## config.mk

```make
export PLATFORM = sky130hd
export DESIGN_NAME = bcd_decode_arbiter
export DESIGN_NICKNAME = d
export VERILOG_FILES = /design/src/rtl/bcd_pkg.sv /design/src/rtl/rr_arbiter.sv /design/src/rtl/bcd_decode_arbiter.sv
export SDC_FILE = /design/constraint.sdc
export NUM_CORES = 1
export LEC_CHECK = 0
export CORE_MARGIN = 4
export CORE_UTILIZATION = 46
export CTS_CLUSTER_DIAMETER = 40
export DETAILED_ROUTE_END_ITERATION = 8
export GPL_TIMING_DRIVEN = 0
export PLACE_DENSITY = 0.8
export SLEW_MARGIN = 20
export SYNTH_ARGS = -nofsm -noshare
export SYNTH_HDL_FRONTEND = slang
export SYNTH_SLANG_ARGS = --single-unit
export TNS_END_PERCENT = 100
```

## constraint.sdc

```tcl
create_clock -name clk -period 3.8 [get_ports clk]
set_clock_uncertainty 0.05 [all_clocks]
set_input_delay 0.38 -clock clk [delete_from_list [all_inputs] [get_ports clk]]
set_output_delay 0.38 -clock clk [all_outputs]
set_load 0.02 [all_outputs]
```

## src/rtl/bcd_pkg.sv

```systemverilog
// Shared types and constants for the time-shared binary-to-BCD decode path.
package bcd_pkg;
  localparam int NUM_W              = 7;
  localparam int BCD_W              = 8;
  localparam logic [7:0] BCD_ERR_CODE = 8'hBB;
  localparam int BCD_MAX_VAL        = 81;

  typedef enum logic [1:0] {IDLE, ISSUE, WAIT, CAPTURE} state_e;

  // A result is bad if the decoder flagged it or the issued number was out of range.
  function automatic logic result_err(input logic [BCD_W-1:0] bcd,
                                      input logic [NUM_W-1:0] num,
                                      input int               max_val);
    return (bcd == BCD_ERR_CODE) || (int'(num) > max_val);
  endfunction
endpackage

```

## src/rtl/rr_arbiter.sv

```systemverilog
// Combinational round-robin pick: first requester at or after the pointer wins.
module rr_arbiter #(
  parameter int N  = 4,
  parameter int IW = $clog2(N)
) (
  input  logic [N-1:0]  req_i,
  input  logic [IW-1:0] ptr_i,
  output logic [N-1:0]  gnt_o,
  output logic [IW-1:0] idx_o
);
  logic [IW:0] pos;
  logic        found;

  always_comb begin
    gnt_o = '0;
    idx_o = '0;
    found = 1'b0;
    pos   = '0;
    for (int k = 0; k < N; k++) begin
      pos = {1'b0, ptr_i} + (IW+1)'(k);
      if (pos >= (IW+1)'(N)) pos = pos - (IW+1)'(N);
      if (!found && req_i[pos[IW-1:0]]) begin
        found                = 1'b1;
        gnt_o[pos[IW-1:0]]   = 1'b1;
        idx_o                = pos[IW-1:0];
      end
    end
  end
endmodule

```

## src/rtl/bcd_decode_arbiter.sv

```systemverilog
// Round-robin sharing of one external registered BCD decoder among N_SRC requesters,
// with req/gnt/done handshake and source-tagged, error-flagged results.
module bcd_decode_arbiter
  import bcd_pkg::*;
#(
  parameter int N_SRC   = 4,
  parameter int DEC_LAT = 1,
  parameter int MAX_VAL = BCD_MAX_VAL,
  parameter int SW      = $clog2(N_SRC)
) (
  input  logic                   clk,
  input  logic                   rst,
  input  logic [N_SRC-1:0]       req,
  input  logic [NUM_W*N_SRC-1:0] num_in,
  output logic [N_SRC-1:0]       gnt,
  output logic [N_SRC-1:0]       done,
  output logic [BCD_W-1:0]       bcd_out,
  output logic                   bcd_err,
  output logic [SW-1:0]          bcd_src,
  output logic                   busy,
  output logic [NUM_W-1:0]       dec_num,
  input  logic [BCD_W-1:0]       dec_bcd
);
  localparam int WCW = (DEC_LAT > 2) ? $clog2(DEC_LAT - 1) : 1;

  state_e             state_q;
  logic [SW-1:0]      ptr_q, src_q, bcd_src_q;
  logic [NUM_W-1:0]   num_q;
  logic [N_SRC-1:0]   gnt_q, done_q;
  logic [BCD_W-1:0]   bcd_q;
  logic               err_q, busy_q;
  logic [WCW-1:0]     wcnt_q;

  logic [N_SRC-1:0]   win_gnt;
  logic [SW-1:0]      win_idx;
  logic [NUM_W-1:0]   sel_num;

  rr_arbiter #(.N(N_SRC), .IW(SW)) u_arb (
    .req_i (req),
    .ptr_i (ptr_q),
    .gnt_o (win_gnt),
    .idx_o (win_idx)
  );

  always_comb begin
    sel_num = '0;
    for (int i = 0; i < N_SRC; i++)
      if (win_idx == SW'(i)) sel_num = num_in[i*NUM_W +: NUM_W];
  end

  always_ff @(posedge clk) begin
    if (rst) begin
      state_q   <= IDLE;
      ptr_q     <= '0;
      src_q     <= '0;
      bcd_src_q <= '0;
      num_q     <= '0;
      gnt_q     <= '0;
      done_q    <= '0;
      bcd_q     <= '0;
      err_q     <= 1'b0;
      busy_q    <= 1'b0;
      wcnt_q    <= '0;
    end else begin
      gnt_q  <= '0;
      done_q <= '0;
      unique case (state_q)
        // The IDLE cycle carrying done is a turnaround cycle: no grant until the next one,
        // which paces back-to-back conversions at DEC_LAT+3 cycles.
        IDLE: begin
          if (~|done_q && |req) begin
            src_q   <= win_idx;
            num_q   <= sel_num;
            gnt_q   <= win_gnt;
            busy_q  <= 1'b1;
            state_q <= ISSUE;
          end
        end
        ISSUE: begin
          wcnt_q  <= '0;
          state_q <= (DEC_LAT == 1) ? CAPTURE : WAIT;
        end
        WAIT: begin
          if (int'(wcnt_q) == DEC_LAT - 2) state_q <= CAPTURE;
          else                             wcnt_q  <= wcnt_q + 1'b1;
        end
        CAPTURE: begin
          bcd_q     <= dec_bcd;
          bcd_src_q <= src_q;
          err_q     <= result_err(dec_bcd, num_q, MAX_VAL);
          done_q    <= N_SRC'(1) << src_q;
          ptr_q     <= (src_q == SW'(N_SRC - 1)) ? '0 : src_q + 1'b1;
          busy_q    <= 1'b0;
          state_q   <= IDLE;
        end
        default: state_q <= IDLE;
      endcase
    end
  end

  assign gnt     = gnt_q;
  assign done    = done_q;
  assign bcd_out = bcd_q;
  assign bcd_err = err_q;
  assign bcd_src = bcd_src_q;
  assign busy    = busy_q;
  assign dec_num = num_q;
endmodule

```

* Yosys cells after proc, flatten, opt, wreduce, memory -nomap -nowiden *
Index checks and enable logic that the tools add are counted.

cells by class
  equal/unequal tests = 9
  add/sub/neg operators = 8
  multiplexer cells = 40
  order comparisons = 13
  shifts and indexed selects = 1
  reductions and logical operators = 23
  bitwise logic cells = 7

operator list
  cell                 count
  $mux 7               4
  $mux 2               10
  $mux 4               4
  $lt 2x3->1 const B   4
  $mux 1               12
  $or 4x4->4           3
  $eq 2x2->1 const B   5
  $ge 3x3->1 const B   3
  $bmux 1 s2           4
  $demux 1 s2          4
  $eq 8x8->1 const B   1
  $ge 2x1->1 const B   4
  $logic_and 1x1->1    8
  $reduce_or 4->1      2
  $sub 2x1->2 const B  4
  $gt 7x7->1 const B   1
  $add 2x2->3 const B  2
  $pmux 2 s3           1
  $reduce_and 2->1     3
  $eq 2x1->1 const B   2
  $logic_not 1->1      4
  $logic_not 2->1      2
  $not 1->1            4
  $shl 1x2->4 const A  1
  other kinds (9)      9

word-level totals
  flip-flop bits (word level) = 33
  bits of input ports = 42
  logic and storage cells = 111
  output and inout bits = 27

* Logic depth before layout (Yosys ltp) *
Gate-level depths: netlist of the first run.

  depth after elaboration = 19
  gate-level depth with buffers = 11
  gate-level depth less buffers = 7

* Cells and area by module *
A second synthesis of the first run with hierarchy kept.

second synthesis, totals
  cell total of the unflattened synthesis = 210
  area total of the unflattened synthesis = 1913.1 µm²

by module, submodules not included
  module              times used  area each (µm²)  cells an instance  seq. area each (µm²)
  bcd_decode_arbiter  1           1423.9           145                660.6
  rr_arbiter          1           489.2            65                 0.0

* Worst setup path after synthesis of the first run *
OpenSTA, ideal clock, no wires.

  path type = reg-to-reg
  start = register ptr_q[0]
  end = register num_q[3] (netlist: dec_num[3])
  path buffers = 3
  cell stages (with the launch flop) = 11
  clock period less this slack = 2.756 ns
  data required time = 3.613 ns
  slack = 1.044 ns
  library setup time = 0.137 ns
  arrival time = 2.569 ns
  path through = dfxtp_1 buf_6 inv_2 ha_1 buf_2 or3b_1 a211oi_2 buf_2 a2111oi_0 o221ai_1 o311ai_2

between the ends
  longest elaborated chain between the ends = 19
  elaborated cells between the ends (all ways) = 44
  those cells by class = add/sub (7); order compare (4); eq/ne (3); mux (23); reduce/logical (7)

ends and longest elaborated chain
  item                                                                  line                      RTL
  start, declared                                                       bcd_decode_arbiter.sv:27  logic [SW-1:0] ptr_q, src_q, bcd_src_q;
  start signal, assigned                                                bcd_decode_arbiter.sv:92  ptr_q <= (src_q == SW'(N_SRC - 1)) ? '0 : src_q + 1'b1;
  parallel branches: the longest is 13 deep, another holds $add 2x1->3  --
  $mux 2 *                                                              rr_arbiter.sv:22          if (!found && req_i[pos[IW-1:0]]) begin
  $logic_not 2->1                                                       bcd_decode_arbiter.sv:48  if (win_idx == SW'(i)) sel_num = num_in[i*NUM_W +: NUM_W];
  $mux 7 (3 in a row)                                                   bcd_decode_arbiter.sv:48
  $mux 7 *                                                              bcd_decode_arbiter.sv:48
  end signal, assigned                                                  bcd_decode_arbiter.sv:73  num_q <= sel_num;
  end, declared                                                         bcd_decode_arbiter.sv:28  logic [NUM_W-1:0] num_q;

Mark *: on every way between the ends. The select of a mux whose other input is x is not followed.
A chain may end at the register's enable or synchronous reset.

* Worst setup path in the final report of the first run *
  start = register ptr_q[0]
  end = register num_q[5] (netlist: dec_num[5])

Same word-level chain as after synthesis.

==> results of run 1 <==
-- worst max-delay path: cells and delay by family (launching register included) --
family | cells | cell delay, ns
simple gates | 1 | 0.38
buf+inv | 4 | 0.80
flops | 1 | 0.48
fa+ha+maj | 1 | 0.27
compound gates | 4 | 1.09
-- flip-flops by register name (all words and copies together) (netlist names) --
name / flops
busy: 1
dec_num: 7
done: 4
bcd_out: 8
bcd_err: 1
bcd_src: 2
state_q: 2
ptr_q: 2
src_q: 2
gnt: 4
-- cell type report --
| type | count | area (sq um) | area share, % |
|---|---|---|---|
| plain buffers | 13 | 76.3 | 2.58 |
| clock buffers | 7 | 86.3 | 2.92 |
| clock inverters | 1 | 30.0 | 1.02 |
| inverters | 11 | 41.3 | 1.40 |
| multi-input cells | 148 | 1310 | 44.4 |
| flip-flops and latches | 33 | 661 | 22.4 |
| well taps | 52 | 65.1 | 2.20 |
| repair buffers | 68 | 681 | 23.1 |
-- stage by stage --
step / instance area [sq um] / power, mW
after floorplan: 2090 / 0.791
after global placement: 2840 / 0.977
after detailed placement: 2840 / 0.990
after CTS: 2950 / 1.33
after global routing: 2950 / 1.40
final: 2950 / 1.32
-- kinds of logic after synthesis --
logic type	count (synthesis)	synth area share, %
AOI/OAI and AO/OA	72	33.0
and+or+nand+nor	54	15.2
DFF	33	31.6
buffers and inverters	24	5.63
muxes	12	8.74
adders and majority gates	9	5.39
xor gates and xnor gates	1	0.419
-- per-layer routing --
layer / global-route usage, % / vias to the layer above / routed length (um)
met5: 0 / - / 0
met4: 8.16 / 0 / 93
met3: 5.28 / 10 / 434
met2: 29.5 / 73 / 2450
li1: - / 965 / -
met1: 24.5 / 888 / 2260
-- worst paths after layout --
check	from	endpoint	slack (ns)	depth (start not counted)
worst max register to register	ptr_q[0]$_SDFFE_PP0P_	dec_num[5]$_SDFFE_PP0P_	0.59	10
worst min register to register	bcd_src[1]$_SDFFE_PP0P_	bcd_src[1]$_SDFFE_PP0P_	0.40	2
worst max-delay path	ptr_q[0]$_SDFFE_PP0P_	dec_num[5]$_SDFFE_PP0P_	0.59	10
worst min-delay path	bcd_src[1]$_SDFFE_PP0P_	bcd_src[1]$_SDFFE_PP0P_	0.40	2
-- power by group --
part	leakage (nW)	switching (mW)	internal, mW
logic	0.865	0.278	0.256
registers	0.269	0.0478	0.399
clock network	0.0585	0.128	0.214
-- layout by cell type (no fill, tap or decap), types with 4 or more instances in the layout --
cell                              synthesis  final
sky130_fd_sc_hd__clkdlybuf4s50_1          0     68
sky130_fd_sc_hd__dfxtp_1                 33     33
sky130_fd_sc_hd__nor2_1                  11     11
sky130_fd_sc_hd__a22o_1                  11     11
sky130_fd_sc_hd__inv_1                   10     10
sky130_fd_sc_hd__ha_1                     9      9
sky130_fd_sc_hd__nand3b_1                 8      8
sky130_fd_sc_hd__a22oi_1                  8      8
sky130_fd_sc_hd__clkbuf_1                 6      7
sky130_fd_sc_hd__mux2i_1                  7      7
sky130_fd_sc_hd__a2111oi_0                7      7
sky130_fd_sc_hd__and2_1                   7      7
sky130_fd_sc_hd__o211a_1                  7      7
sky130_fd_sc_hd__a221o_1                  7      7
sky130_fd_sc_hd__o221ai_1                 7      7
sky130_fd_sc_hd__o311ai_2                 7      7
sky130_fd_sc_hd__a21oi_1                  6      6
sky130_fd_sc_hd__or2_2                    6      6
sky130_fd_sc_hd__clkbuf_8                 0      6
sky130_fd_sc_hd__nand2_1                  5      5
sky130_fd_sc_hd__buf_2                    4      4
sky130_fd_sc_hd__nor3_1                   4      4
==> report_table.html, run 1 <==
<table>
<tr><th>Metric</th><th>Value</th></tr>
<tr><th colspan="2">Clock tree</th></tr>
<tr><td>Number of buffers inserted to repair setup after CTS</td><td>0</td></tr>
<tr><td>Total CTS buffers</td><td>5</td></tr>
<tr><td>Clock Tree Buf Depth</td><td>2</td></tr>
<tr><td>Clock tree from TritonCTS</td><td>done</td></tr>
<tr><td>Root Buffer</td><td>sky130_fd_sc_hd__clkbuf_8</td></tr>
<tr><td>Worst skew pair latency</td><td>0.29 ns</td></tr>
<tr><td>Number of gates given a new drive strength after cts</td><td>0</td></tr>
<tr><td>CTS clock-pin slew for the worst setup and hold paths</td><td>0.07 ns</td></tr>
<tr><td>Quantity of hold-fixing buffers added after cts</td><td>0</td></tr>
<tr><td>Maximum level of the CTS H-tree</td><td>2</td></tr>
<tr><td>Num Clock Sinks</td><td>33</td></tr>
<tr><th colspan="2">Detailed routing</th></tr>
<tr><td>Routed wire length</td><td>5240 um</td></tr>
<tr><td>Post-detailed-route count of antenna-violating nets</td><td>0</td></tr>
<tr><td>First-iteration detailed-routing DRC count</td><td>108</td></tr>
<tr><td>Number of vias after detailed routing</td><td>1936</td></tr>
<tr><td>Detailed-route DRC error count</td><td>0</td></tr>
<tr><td>First-pass detailed-route iteration total</td><td>4</td></tr>
<tr><td>Vias per std cell</td><td>5.81</td></tr>
<tr><td>Routed length per instance</td><td>15.7 um</td></tr>
<tr><th colspan="2">Critical path</th></tr>
<tr><td>Type of element capturing the critical path</td><td>register</td></tr>
<tr><td>WP data arrival</td><td>3.32 ns</td></tr>
<tr><td>Critical path fanouts, max</td><td>10</td></tr>
<tr><td>Critical path type</td><td>reg -&gt; reg</td></tr>
<tr><td>Most prevalent standard cell on the critical path</td><td>sky130_fd_sc_hd__buf_2</td></tr>
<tr><td>CP peak stage delay</td><td>0.51 ns</td></tr>
<tr><td>Critical path required time</td><td>3.91 ns</td></tr>
<tr><td>Cell with the largest stage delay on the worst path</td><td>sky130_fd_sc_hd__a211oi_2</td></tr>
<tr><td>Ordered cell list for the critical path</td><td>buf_6 -&gt; inv_2 -&gt; ha_1 -&gt; buf_2 -&gt; or3b_1 -&gt; a211oi_2 -&gt; buf_2 -&gt; a2111oi_0 -&gt; o221ai_1 -&gt; o311ai_2</td></tr>
<tr><td>Kind of start point of the critical path</td><td>register</td></tr>
<tr><th colspan="2">Place</th></tr>
<tr><td>Buffers on Ports</td><td>68</td></tr>
<tr><td>Final weighted congestion in routability-driven placement</td><td>0.790</td></tr>
<tr><td>Detailed placer's ending HPWL</td><td>4040 um</td></tr>
<tr><td>Placement Setup Slack</td><td>0.616 ns</td></tr>
<tr><td>Placed cell count</td><td>325</td></tr>
<tr><th colspan="2">Yosys</th></tr>
<tr><td>Register area share after synthesis</td><td>31.6%</td></tr>
<tr><td>Portion of synthesized cell area occupied by the leading cell type</td><td>31.6%</td></tr>
<tr><td>Post-Syn Nets</td><td>256</td></tr>
<tr><td>Count leader, synth</td><td>sky130_fd_sc_hd__dfxtp_1</td></tr>
<tr><td>Mean Syn Cell Area</td><td>10.2 sq um</td></tr>
<tr><td>Leading area contributor after synthesis</td><td>sky130_fd_sc_hd__dfxtp_1</td></tr>
<tr><td>Largest cells by area after synthesis</td><td>sky130_fd_sc_hd__dfxtp_1 (32%), sky130_fd_sc_hd__o311ai_2 (5.4%), sky130_fd_sc_hd__ha_1 (5.4%)</td></tr>
<tr><td>Gate count after technology mapping</td><td>205</td></tr>
<tr><td>Mapped Area</td><td>2090 sq um</td></tr>
<tr><td>Count of distinct cell types in the synthesized netlist</td><td>47</td></tr>
<tr><td>Number of enable flip-flop cells after synthesis</td><td>0</td></tr>
<tr><td>Post-synth ARST share</td><td>0%</td></tr>
<tr><td>Synth Register Bits</td><td>33</td></tr>
<tr><td>Top flip-flop cell by instance count after synthesis</td><td>sky130_fd_sc_hd__dfxtp_1</td></tr>
<tr><td>List of most frequent post-synthesis cells</td><td>sky130_fd_sc_hd__dfxtp_1 (33), sky130_fd_sc_hd__a22o_1 (11), sky130_fd_sc_hd__nor2_1 (11)</td></tr>
<tr><td>Synth warnings</td><td>0</td></tr>
<tr><th colspan="2">Power and ir drop</th></tr>
<tr><td>Largest vdd supply drop</td><td>0.000304 V</td></tr>
<tr><td>Standby leakage power</td><td>1.19 nW</td></tr>
<tr><td>Power per Cell Area</td><td>448 nW/um^2</td></tr>
<tr><th colspan="2">Global routing</th></tr>
<tr><td>GR Overflow Total</td><td>0</td></tr>
<tr><td>Number of antenna violations at the first check in global routing</td><td>0</td></tr>
<tr><td>Wire length of the first global-routing pass</td><td>8220 um</td></tr>
<tr><td>Pin count of the biggest net entering global routing</td><td>11</td></tr>
<tr><td>Vias in the first global route</td><td>1808</td></tr>
<tr><td>Global-route total usage across every layer</td><td>18.9%</td></tr>
<tr><th colspan="2">Final layout</th></tr>
<tr><td>Antenna fix cells</td><td>0</td></tr>
<tr><td>Layout cells sized above 1</td><td>12.8%</td></tr>
<tr><td>Net count, final</td><td>331</td></tr>
<tr><td>Post-layout instance count excluding filler cells</td><td>333</td></tr>
<tr><td>Post-layout utilization of the core</td><td>67.4%</td></tr>
<tr><td>Synth-to-layout area growth</td><td>41.2%</td></tr>
<tr><td>Number of filler instances in the final layout</td><td>348</td></tr>
<tr><th colspan="2">STA</th></tr>
<tr><td>Highest Clock Rate</td><td>0.311 GHz</td></tr>
<tr><td>Number of failing hold endpoints at the final stage</td><td>0</td></tr>
<tr><td>Hold WS</td><td>0.403 ns</td></tr>
<tr><td>Final worst-path setup slack</td><td>0.588 ns</td></tr>
<tr><td>Final-report max-slew violation count</td><td>0</td></tr>
<tr><td>RSZ-0062 raised after global routing</td><td>false</td></tr>
<tr><td>Total of endpoints with negative setup slack in the final report</td><td>0</td></tr>
<tr><td>Minimum period implied by the final worst setup slack</td><td>3.21 ns</td></tr>
<tr><td>Least-Margin Pin Slew</td><td>0.816 ns</td></tr>
<tr><td>Rel. slew slack</td><td>45.4%</td></tr>
<tr><td>Total negative slack for setup checks</td><td>0 ns</td></tr>
<tr><td>Final period util</td><td>84.5%</td></tr>
<tr><th colspan="2">Min path</th></tr>
<tr><td>Worst min-delay path class</td><td>reg -&gt; reg</td></tr>
<tr><th colspan="2">Floorplan</th></tr>
<tr><td>Number of cell rows</td><td>24</td></tr>
<tr><td>Horizontal extent of the die</td><td>75.4 um</td></tr>
<tr><td>Starting density of the core</td><td>47.7%</td></tr>
<tr><td>Die ar.</td><td>5690 sq um</td></tr>
<tr><td>Area of the core region</td><td>4380 sq um</td></tr>
<tr><td>Top-level port count</td><td>69</td></tr>
<tr><td>Y dimension of the die</td><td>75.4 um</td></tr>
<tr><th colspan="2">Run</th></tr>
<tr><td>Reported max-cap violation count</td><td>0</td></tr>
<tr><th colspan="2">Outcome</th></tr>
<tr><td>Outcome</td><td>complete, no violations</td></tr>
</table>
Note: power is estimated with default switching activity, not from simulation.
==> run 2: changes to the inputs <==
CORE_UTILIZATION = 42   (was 46)
PLACE_DENSITY = 0.77   (was 0.8)
clock period = 2.85 ns   (was 3.8 ns; I/O delays follow)
==> run 2 against run 1 <==
  * Critical path depth unchanged
  * Sequential cell count stayed put
  * Setup slack worse by 0.44 ns
  * Clock power increased by 11%
==> report_table.html, run 2 (synthesized netlist as in run 1, its figures left out) <==
<table>
<tr><th>Metric</th><th>Value</th></tr>
<tr><th colspan="2">Clock tree</th></tr>
<tr><td>CTS clock-pin slew for the worst setup and hold paths</td><td>0.06 ns (about the same)</td></tr>
<tr><td>Clock Tree Buf Depth</td><td>2 (unchanged)</td></tr>
<tr><td>Maximum level of the CTS H-tree</td><td>2 (unchanged)</td></tr>
<tr><td>Total CTS buffers</td><td>5 (unchanged)</td></tr>
<tr><td>Root Buffer</td><td>sky130_fd_sc_hd__clkbuf_8</td></tr>
<tr><td>Clock tree from TritonCTS</td><td>done</td></tr>
<tr><td>Num Clock Sinks</td><td>33 (unchanged)</td></tr>
<tr><td>Quantity of hold-fixing buffers added after cts</td><td>0 (unchanged)</td></tr>
<tr><td>Worst skew pair latency</td><td>0.28 ns (about the same)</td></tr>
<tr><th colspan="2">Floorplan</th></tr>
<tr><td>Area of the core region</td><td>4790 sq um (+9.2%)</td></tr>
<tr><td>Y dimension of the die</td><td>78.6 um (+4.2%)</td></tr>
<tr><td>Number of cell rows</td><td>25 (+4.2%)</td></tr>
<tr><td>Top-level port count</td><td>69 (unchanged)</td></tr>
<tr><td>Horizontal extent of the die</td><td>78.6 um (+4.2%)</td></tr>
<tr><td>Die ar.</td><td>6170 sq um (+8.5%)</td></tr>
<tr><td>Starting density of the core</td><td>43.7% (-4.0 points)</td></tr>
<tr><th colspan="2">Power and ir drop</th></tr>
<tr><td>Switching fraction of total power</td><td>35.6% (+1.3 points)</td></tr>
<tr><td>Standby leakage power</td><td>1.20 nW (+0.76%)</td></tr>
<tr><td>Total power after layout</td><td>1.72 mW (+30%)</td></tr>
<tr><td>Internal power summed over all cells</td><td>1.11 mW (+27%)</td></tr>
<tr><td>Largest vdd supply drop</td><td>0.000330 V (+8.5%)</td></tr>
<tr><td>Power per Cell Area</td><td>573 nW/um^2 (+28%)</td></tr>
<tr><td>Flop pwr share</td><td>34.9% (+1.1 points)</td></tr>
<tr><td>Logic pwr share</td><td>42.9% (+2.5 points)</td></tr>
<tr><td>Clock share of power</td><td>22.2% (-3.6 points)</td></tr>
<tr><td>Net switching power of the design</td><td>0.610 mW (+35%)</td></tr>
<tr><th colspan="2">STA</th></tr>
<tr><td>Least-Margin Pin Slew</td><td>0.834 ns (+0.0174 ns)</td></tr>
<tr><td>Final period util</td><td>94.9% (+10 points)</td></tr>
<tr><td>Total of endpoints with negative setup slack in the final report</td><td>0 (unchanged)</td></tr>
<tr><td>Final-report max-slew violation count</td><td>0 (unchanged)</td></tr>
<tr><td>Highest Clock Rate</td><td>0.370 GHz (+19%)</td></tr>
<tr><td>Hold WS</td><td>0.415 ns (+0.0119 ns)</td></tr>
<tr><td>Minimum period implied by the final worst setup slack</td><td>2.71 ns (-0.506 ns)</td></tr>
<tr><td>Total negative slack for setup checks</td><td>0 ns (unchanged)</td></tr>
<tr><td>Rel. slew slack</td><td>44.2% (-1.2 points)</td></tr>
<tr><td>Number of failing hold endpoints at the final stage</td><td>0 (unchanged)</td></tr>
<tr><th colspan="2">Detailed routing</th></tr>
<tr><td>Detailed-route DRC error count</td><td>0 (unchanged)</td></tr>
<tr><td>First-pass detailed-route iteration total</td><td>4 (unchanged)</td></tr>
<tr><td>Routed length per instance</td><td>15.4 um (-2.2%)</td></tr>
<tr><td>Vias per std cell</td><td>5.58 (-4.0%)</td></tr>
<tr><td>Post-detailed-route count of antenna-violating nets</td><td>0 (unchanged)</td></tr>
<tr><td>Routed wire length</td><td>5380 um (+2.7%)</td></tr>
<tr><td>Number of vias after detailed routing</td><td>1953 (+0.88%)</td></tr>
<tr><td>First-iteration detailed-routing DRC count</td><td>129 (+19%)</td></tr>
<tr><th colspan="2">Critical path</th></tr>
<tr><td>Most prevalent standard cell on the critical path</td><td>sky130_fd_sc_hd__buf_6</td></tr>
<tr><td>Critical path's top delay family</td><td>multiplexers</td></tr>
<tr><td>WP data arrival</td><td>2.85 ns (-0.47 ns)</td></tr>
<tr><td>CP peak stage delay</td><td>0.55 ns (+0.04 ns)</td></tr>
<tr><td>Critical path type</td><td>reg -&gt; reg</td></tr>
<tr><td>Type of element capturing the critical path</td><td>register</td></tr>
<tr><td>Ordered cell list for the critical path</td><td>buf_8 -&gt; inv_2 -&gt; ha_1 -&gt; buf_6 -&gt; mux4_1 -&gt; nand2b_1 -&gt; a211oi_4 -&gt; or2_1 -&gt; buf_6 -&gt; o311ai_2</td></tr>
<tr><td>Critical path required time</td><td>2.99 ns (-0.92 ns)</td></tr>
<tr><td>Cell with the largest stage delay on the worst path</td><td>sky130_fd_sc_hd__mux4_1</td></tr>
<tr><td>Critical path fanouts, max</td><td>10 (unchanged)</td></tr>
<tr><td>Buffers plus inverters on the worst setup path</td><td>4 (unchanged)</td></tr>
<tr><td>Kind of start point of the critical path</td><td>register</td></tr>
<tr><th colspan="2">Run</th></tr>
<tr><td>Reported max-cap violation count</td><td>0 (unchanged)</td></tr>
<tr><th colspan="2">Global routing</th></tr>
<tr><td>Global-route total usage across every layer</td><td>18.3% (-0.63 points)</td></tr>
<tr><td>Number of antenna violations at the first check in global routing</td><td>0 (unchanged)</td></tr>
<tr><td>Pin count of the biggest net entering global routing</td><td>11 (unchanged)</td></tr>
<tr><td>Wire length of the first global-routing pass</td><td>9110 um (+11%)</td></tr>
<tr><td>GR Overflow Total</td><td>0 (unchanged)</td></tr>
<tr><td>Vias in the first global route</td><td>1844 (+2.0%)</td></tr>
<tr><th colspan="2">Final layout</th></tr>
<tr><td>Layout cells sized above 1</td><td>14.5% (+1.7 points)</td></tr>
<tr><td>Number of filler instances in the final layout</td><td>415 (+19%)</td></tr>
<tr><td>Reg area</td><td>666 sq um (+0.76%)</td></tr>
<tr><td>Net count, final</td><td>333 (+0.60%)</td></tr>
<tr><td>Antenna fix cells</td><td>0 (unchanged)</td></tr>
<tr><td>Highest-count cells in the layout ignoring fill and taps</td><td>sky130_fd_sc_hd__clkdlybuf4s50_1 (68), sky130_fd_sc_hd__dfxtp_1 (31), sky130_fd_sc_hd__nor2_1 (11), sky130_fd_sc_hd__a22o_1 (11), sky130_fd_sc_hd__inv_1 (10)</td></tr>
<tr><td>Area used by multi-input combinational logic</td><td>1320 sq um (+0.57%)</td></tr>
<tr><td>Commonest non-fill, non-tap cell in the layout</td><td>sky130_fd_sc_hd__clkdlybuf4s50_1</td></tr>
<tr><td>Post-layout instance count excluding filler cells</td><td>350 (+5.1%)</td></tr>
<tr><td>Synth-to-layout area growth</td><td>43.2%</td></tr>
<tr><td>Cell area after layout</td><td>2990 sq um (+1.4%)</td></tr>
<tr><td>Number of flip-flops under the largest register name</td><td>8 (unchanged)</td></tr>
<tr><th colspan="2">Place</th></tr>
<tr><td>Buffers on Ports</td><td>68 (unchanged)</td></tr>
<tr><td>Placed cell count</td><td>340 (+4.6%)</td></tr>
<tr><td>Final weighted congestion in routability-driven placement</td><td>0.780 (-1.3%)</td></tr>
<tr><td>Detailed placer's ending HPWL</td><td>4030 um (-0.22%)</td></tr>
<tr><td>Post-Place Cell Area</td><td>2860 sq um (+0.66%)</td></tr>
<tr><th colspan="2">Min path</th></tr>
<tr><td>Worst min-delay path class</td><td>reg -&gt; reg</td></tr>
<tr><th colspan="2">Outcome</th></tr>
<tr><td>Outcome</td><td>complete, no violations</td></tr>
</table>
[run 2: cell types whose count changed in the layout (fill, tap and decap cells not counted)]
cell                        delta
sky130_fd_sc_hd__clkinv_2      +1
sky130_fd_sc_hd__dfxtp_2       +1
sky130_fd_sc_hd__buf_2         -1
sky130_fd_sc_hd__dfxtp_4       +1
sky130_fd_sc_hd__a211oi_2      -1
sky130_fd_sc_hd__clkbuf_1      -1
sky130_fd_sc_hd__dfxtp_1       -2
sky130_fd_sc_hd__a211oi_4      +1
sky130_fd_sc_hd__buf_4         +2
sky130_fd_sc_hd__clkbuf_8      +1
sky130_fd_sc_hd__bufinv_16     -1
sky130_fd_sc_hd__buf_8         +1
[run 2: final cells by class]
type | instances | area share [%]
multi-input cells | 148 | 44.1
repair buffers | 70 | 23.2
flip-flops and latches | 33 | 22.2
clock buffers | 7 | 3.22
plain buffers | 13 | 2.88
well taps | 67 | 2.80
inverters | 11 | 1.38
clock inverters | 1 | 0.167
[run 2: power by group through the flow]
stage	combinational (mW)	clock, mW	sequential, mW
global route	0.803	0.413	0.609
CTS	0.726	0.388	0.597
finish	0.737	0.380	0.599
detailed placement	0.713	0	0.604
floorplan	0.398	0	0.656
global placement	0.702	0	0.602
[run 2: worst paths after layout]
path                                  end  slack, ns                  start  depth (start not counted)
setup / recovery  dec_num[2]$_SDFFE_PP0P_       0.14  ptr_q[0]$_SDFFE_PP0P_                         10
hold / removal          busy$_SDFFE_PP0P_       0.42      busy$_SDFFE_PP0P_                          1
setup reg to reg  dec_num[2]$_SDFFE_PP0P_       0.14  ptr_q[0]$_SDFFE_PP0P_                         10
hold reg to reg         busy$_SDFFE_PP0P_       0.42      busy$_SDFFE_PP0P_                          1
[run 2: routing by layer]
| metal | vias up | GRT usage [%] | share of wire [%] |
|---|---|---|---|
| li1 | 965 | - | - |
| met5 | - | 0 | 0 |
| met4 | 0 | 7.52 | 2.9 |
| met2 | 59 | 28.5 | 48 |
| met1 | 913 | 24.2 | 44 |
| met3 | 16 | 4.13 | 5.1 |
[run 2: what timing repair did]
item	in CTS	in global routing
pin swaps	2	0
hold endpoints to repair	0	0
buffers inserted	1	1
gates resized for setup	2	6
setup endpoints to repair	7	7
[run 2: through the flow]
step / util (%) / setup WS (ns)
after floorplan: - / 0.0939
after global placement: 59.7 / -0.309
after detailed placement: 59.7 / -0.359
after CTS: 62.1 / 0.00877
after global routing: 62.6 / -0.00420
final: 62.6 / 0.144
